File: config.mk
export PLATFORM = sky130hd
export DESIGN_NAME = dot_product_array
export DESIGN_NICKNAME = d
export VERILOG_FILES = /design/src/rtl/dot_product_array.sv
export SDC_FILE = /design/constraint.sdc
export NUM_CORES = 2
export LEC_CHECK = 0
export BUFFER_PORTS_ARGS = -buffer_cell sky130_fd_sc_hd__buf_4
export CORE_ASPECT_RATIO = 1.1
export CORE_MARGIN = 1
export CORE_UTILIZATION = 63
export CTS_CLUSTER_DIAMETER = 30
export CTS_CLUSTER_SIZE = 24
export DETAILED_ROUTE_END_ITERATION = 10
export PLACE_DENSITY = 0.8
export SLEW_MARGIN = 25
export SYNTH_ARGS = -nofsm -noshare
export SYNTH_HDL_FRONTEND = slang
export SYNTH_SLANG_ARGS = --single-unit
File: constraint.sdc
create_clock -name clk -period 4.7 [get_ports clk]
set_clock_uncertainty 0.15 [all_clocks]
set_input_delay 0.94 -clock clk [delete_from_list [all_inputs] [get_ports clk]]
set_output_delay 0.94 -clock clk [all_outputs]
set_load 0.005 [all_outputs]
File: src/rtl/dot_product_array.sv
// Parallel-lane vector multiply/accumulate over on-chip A, B, C memories
// with a global dot-product reduction of every lane product.
module dot_product_array #(
  parameter int Addr_Width     = 4,
  parameter int Para_Deg       = 2,
  parameter int Data_Width_In  = 8,
  parameter int Data_Width_Out = 16,
  parameter int Sum_Width      = 24,
  parameter bit Saturate       = 1'b1
) (
  input  logic                                clk,
  input  logic                                reset,
  input  logic                                wr_en,
  input  logic [Addr_Width-1:0]               wr_addr,
  input  logic [Para_Deg*Data_Width_In-1:0]   wr_a,
  input  logic [Para_Deg*Data_Width_In-1:0]   wr_b,
  input  logic [Para_Deg*Data_Width_Out-1:0]  wr_c,
  input  logic [Addr_Width-1:0]               rd_addr,
  output logic [Para_Deg*Data_Width_Out-1:0]  rd_data,
  input  logic                                start,
  input  logic [Addr_Width:0]                 length,
  input  logic                                accumulate,
  output logic                                busy,
  output logic                                done,
  output logic [Sum_Width-1:0]                dot_sum
);

  localparam int Depth = 1 << Addr_Width;
  localparam int PW    = 2 * Data_Width_In;
  localparam int AW    = Data_Width_In * Para_Deg;
  localparam int CW    = Data_Width_Out * Para_Deg;

  typedef enum logic [1:0] {IDLE, RUN, DRAIN, DONE} state_t;

  state_t state, state_nx;

  logic [AW-1:0] mem_a [Depth];
  logic [AW-1:0] mem_b [Depth];
  logic [CW-1:0] mem_c [Depth];

  logic [Addr_Width:0]   len_cl, len_q, cnt;
  logic [1:0]            drain_cnt;
  logic                  acc_q;
  logic                  go, issue, host_wr;
  logic [Addr_Width-1:0] issue_addr;

  logic                  s1_v, s2_v;
  logic [Addr_Width-1:0] s1_addr, s2_addr;
  logic [AW-1:0]         s1_a, s1_b;
  logic [CW-1:0]         s1_c, s2_c;
  logic [Para_Deg*PW-1:0] prod_w, s2_prod;
  logic [CW-1:0]         new_c;
  logic [Data_Width_Out:0] sum_w;
  logic [Sum_Width-1:0]  prod_total;

  assign len_cl = (length > (Addr_Width+1)'(Depth)) ?
                  (Addr_Width+1)'(Depth) : length;
  assign go         = (state == IDLE) && start;
  assign issue      = (state == RUN);
  assign host_wr    = wr_en && (state == IDLE);
  assign issue_addr = cnt[Addr_Width-1:0];

  always_ff @(posedge clk or posedge reset) begin
    if (reset) state <= IDLE;
    else       state <= state_nx;
  end

  always_comb begin
    state_nx = state;
    busy     = 1'b0;
    done     = 1'b0;
    unique case (state)
      IDLE: begin
        if (start) state_nx = (len_cl != '0) ? RUN : DONE;
      end
      RUN: begin
        busy = 1'b1;
        if (cnt == len_q - 1'b1) state_nx = DRAIN;
      end
      DRAIN: begin
        busy = 1'b1;
        if (drain_cnt == 2'd2) state_nx = DONE;
      end
      DONE: begin
        done     = 1'b1;
        state_nx = IDLE;
      end
    endcase
  end

  always_ff @(posedge clk or posedge reset) begin
    if (reset) begin
      len_q     <= '0;
      cnt       <= '0;
      drain_cnt <= '0;
      acc_q     <= 1'b0;
    end else if (go) begin
      len_q     <= len_cl;
      cnt       <= '0;
      drain_cnt <= '0;
      acc_q     <= accumulate;
    end else begin
      if (issue)            cnt       <= cnt + 1'b1;
      if (state == DRAIN)   drain_cnt <= drain_cnt + 1'b1;
    end
  end

  // Only the valids reset, so a reset drops every in-flight C write.
  always_ff @(posedge clk or posedge reset) begin
    if (reset) begin
      s1_v <= 1'b0;
      s2_v <= 1'b0;
    end else begin
      s1_v <= issue;
      s2_v <= s1_v;
    end
  end

  always_ff @(posedge clk) begin
    s1_addr <= issue_addr;
    s1_a    <= mem_a[issue_addr];
    s1_b    <= mem_b[issue_addr];
    s1_c    <= mem_c[issue_addr];
    s2_addr <= s1_addr;
    s2_prod <= prod_w;
    s2_c    <= acc_q ? s1_c : '0;
  end

  always_comb begin
    prod_w     = '0;
    new_c      = '0;
    sum_w      = '0;
    prod_total = '0;
    for (int k = 0; k < Para_Deg; k++) begin
      prod_w[k*PW +: PW] = s1_a[k*Data_Width_In +: Data_Width_In] *
                           s1_b[k*Data_Width_In +: Data_Width_In];
      sum_w = {1'b0, s2_c[k*Data_Width_Out +: Data_Width_Out]} +
              (Data_Width_Out+1)'(s2_prod[k*PW +: PW]);
      if (Saturate && sum_w[Data_Width_Out])
        new_c[k*Data_Width_Out +: Data_Width_Out] = '1;
      else
        new_c[k*Data_Width_Out +: Data_Width_Out] = sum_w[Data_Width_Out-1:0];
      prod_total = prod_total + Sum_Width'(s2_prod[k*PW +: PW]);
    end
  end

  // Host writes happen only in IDLE, pipeline writes only while busy.
  always_ff @(posedge clk) begin
    if (host_wr) begin
      mem_a[wr_addr] <= wr_a;
      mem_b[wr_addr] <= wr_b;
      mem_c[wr_addr] <= wr_c;
    end else if (s2_v) begin
      mem_c[s2_addr] <= new_c;
    end
  end

  always_ff @(posedge clk or posedge reset) begin
    if (reset)     dot_sum <= '0;
    else if (go)   dot_sum <= '0;
    else if (s2_v) dot_sum <= dot_sum + prod_total;
  end

  always_ff @(posedge clk or posedge reset) begin
    if (reset) rd_data <= '0;
    else       rd_data <= mem_c[rd_addr];
  end

endmodule

==> impl_metrics.json <==
{
  "ios": 140,
  "reg2reg_depth": 14,
  "cp-end-kind": "flop",
  "synthTopCellsByCount": "edfxtp_1, mux4_2, and2_1",
  "grt_pass1_vias": 33400,
  "area_growth_pct": 18.3,
  "drtIter0Drc": 4189,
  "worst-slew-pin-transition_ps": 1110,
  "path_clk_slew_ps": 50,
  "min_period_ps": 4420,
  "nets": 3509,
  "fin_ws_ps": 285,
  "clk_latency_ps": 810,
  "htree_levels": 4,
  "synth_edf_count": 1024,
  "utilization": 0.754,
  "crit_fanout": 8,
  "drv_slew": 0,
  "max_freq_mhz": 226,
  "hold_class": "in -> async",
  "dieHeight_um": 312,
  "wirelength_mm": 152,
  "synth.top_cells.by_area": "edfxtp_1, mux4_2, dfxtp_1, dfrtp_1, fa_1",
  "initial_core_util": 0.637,
  "synth_nets": 3226,
  "dpl.hpwl_mm": 83.1,
  "yosys_register_bits": 1233,
  "overflow": 0,
  "grt_antenna_before_repair": 13,
  "yosysMostFrequentCell": "edfxtp_1",
  "vias_per_cell": 6.94,
  "powerDensity_mw_per_mm2": 857,
  "status": "complete, no violations",
  "yosysTopAreaCell": "edfxtp_1",
  "critPathKind": "reg -> reg",
  "setup_viol": 0,
  "cp.arrival_ps": 4910,
  "yosysUniqueCellTypes": 72,
  "yosys.area.top_type_share": 0.557,
  "syn-cell-area_mm2": 0.0552,
  "rr_endpoint": "s2_prod[15]",
  "yosysWarnings": 0,
  "die_width_um": 284,
  "port_buffers": 139,
  "core_region_area_mm2": 0.0865,
  "setup-tns-final_ps": 0,
  "maxCapViolCount": 0,
  "timing.slew.headroom": 0.259,
  "die_area_mm2": 0.0887,
  "synth.yosys.seq_area_share": 0.640,
  "grt_max_degree": 52,
  "cts_tree": "yes",
  "layout-drive-gt1-share": 0.322,
  "reg2reg_from": "s1_b[3]",
  "synthArstFlopShare": 0.0592,
  "dr_total_vias": 31500,
  "hold_violations": 0,
  "drc": 0,
  "postLayoutCellArea_mm2": 0.0652,
  "grtUsageTotal": 0.351,
  "start_kind": "flop",
  "synthCells": 2925,
  "min_period_over_period": 0.939,
  "synth-main-ff-cell": "edfxtp_1",
  "rrSetupSlack_ps": 280,
  "detail_route.wl_per_cell_um": 33.5,
  "clock_sinks": 1233,
  "syn_area_per_cell_um2": 18.9,
  "pre_cts_ws_ps": 242,
  "cts.hold.buffers_added": 0,
  "post_dp_cell_area_mm2": 0.0581,
  "cts-root-buf": "clkbuf_16",
  "rsz0062_at_grt": "no",
  "clock_path_buffers": 3,
  "max-vdd-ir-drop_v": 0.00127,
  "cts_buffers": 197,
  "antenna_left": 0,
  "grt_pass1_wl_mm": 223,
  "routabilityCongestion": 0.913,
  "cp.required_ps": 5190,
  "rows": 113,
  "drt_first_pass_iters": 6,
  "p_leak_uw": 0.0228
}
## metrics by stage
step                hold slack (ps)  total power (uW)  std cells
global route                   88.2             59100       4537
floorplan                       160             33800       2925
global placement                162             39200       4159
CTS                            61.4             55800       4533
finish                         64.6             55900       4541
detailed placement              165             40100       4159
## cell type report
| type | instances | area, um2 |
|---|---|---|
| clock inverter | 131 | 1830 |
| timing repair buffer | 215 | 1860 |
| antenna | 8 | 20.0 |
| multi-input combinational | 1424 | 18900 |
| tap | 1150 | 1440 |
| inverter | 137 | 515 |
| fill | 4525 | 21300 |
| clock buffer | 243 | 5320 |
| sequential | 1233 | 35300 |
## registers in the layout, indices dropped and copies added, names as in the netlist, 5 cells and up
signal	count
mem_b	256
s1_c	32
mem_a	256
cnt	5
s2_prod	32
s1_a	16
mem_c	512
rd_data	32
dot_sum	24
len_q	5
s1_b	16
s2_c	32
## power breakdown
part	internal [uW]	switching (uW)
clock network	9550	5680
logic	11200	13500
registers	14400	1610
total	35100	20800
## critical path, stage by stage (launching register included)
cell and delay [ps]:
dfxtp_1 450, and2_1 200, fa_1 470, fa_1 510
fa_1 490, inv_1 50, fa_1 470, inv_1 40
ha_1 330, or3_1 370, o21ai_0 80, a21oi_1 70
a211oi_1 350, a21oi_1 140, xnor2_1 140
## metal layers
layer  wire length (um)  global-route usage  up-vias  part of all wire
li1                   -                   -    12400                 -
met3              18100              0.0895      533              0.12
met5                 77                   0        -           0.00051
met1              51800               0.455    16100              0.34
met2              74800               0.564     2477              0.49
met4               7450               0.168        7             0.049
## timing repair
item / 4_1_cts / 5_1_grt
buffers inserted: 0 / 0
setup endpoints to repair: 0 / 1
resized for setup: 0 / 1
## logic make-up after synthesis
| group | after synthesis | share of synthesized area |
|---|---|---|
| multiplexers | 502 | 0.200 |
| adder cells (fa/ha/maj) | 219 | 0.0621 |
| buffers and inverters | 268 | 0.0210 |
| AO/OA/AOI/OAI | 209 | 0.0262 |
| flip-flops | 1233 | 0.640 |
| AND/OR/NAND/NOR | 427 | 0.0400 |
| XOR/XNOR | 67 | 0.0106 |
## how the worst max path moves through the flow
stage             start     endpoint  slack, ps  cells past startpoint
6_report        s1_b[3]  s2_prod[15]        280                     14
5_1_grt         s1_b[2]  s2_prod[15]         80                     15
4_1_cts        s1_a[12]  s2_prod[31]        220                     14
3_5_place_dp   s1_b[10]  s2_prod[31]        240                     14
3_3_place_gp   s1_a[12]  s2_prod[31]        350                     14
2_1_floorplan     wr_en  mem_a[0][0]        490                      3
## placed cells by master, fill, tap and decap left out, types with 24 or more instances in the layout
| master | n |
|---|---|
| edfxtp_1 | 1024 |
| mux4_2 | 479 |
| clkbuf_16 | 199 |
| buf_4 | 195 |
| and2_1 | 138 |
| inv_1 | 136 |
| dfxtp_1 | 136 |
| ha_1 | 128 |
| fa_1 | 91 |
| nand2_1 | 78 |
| nor2_1 | 77 |
| dfrtp_1 | 68 |
| xnor2_1 | 57 |
| a21oi_1 | 52 |
| nor2_4 | 28 |
| o22a_1 | 27 |
| clkinv_2 | 27 |
| clkbuf_1 | 27 |
| clkinvlp_4 | 26 |
| bufinv_16 | 24 |
Power figures use the tool's default switching activity.
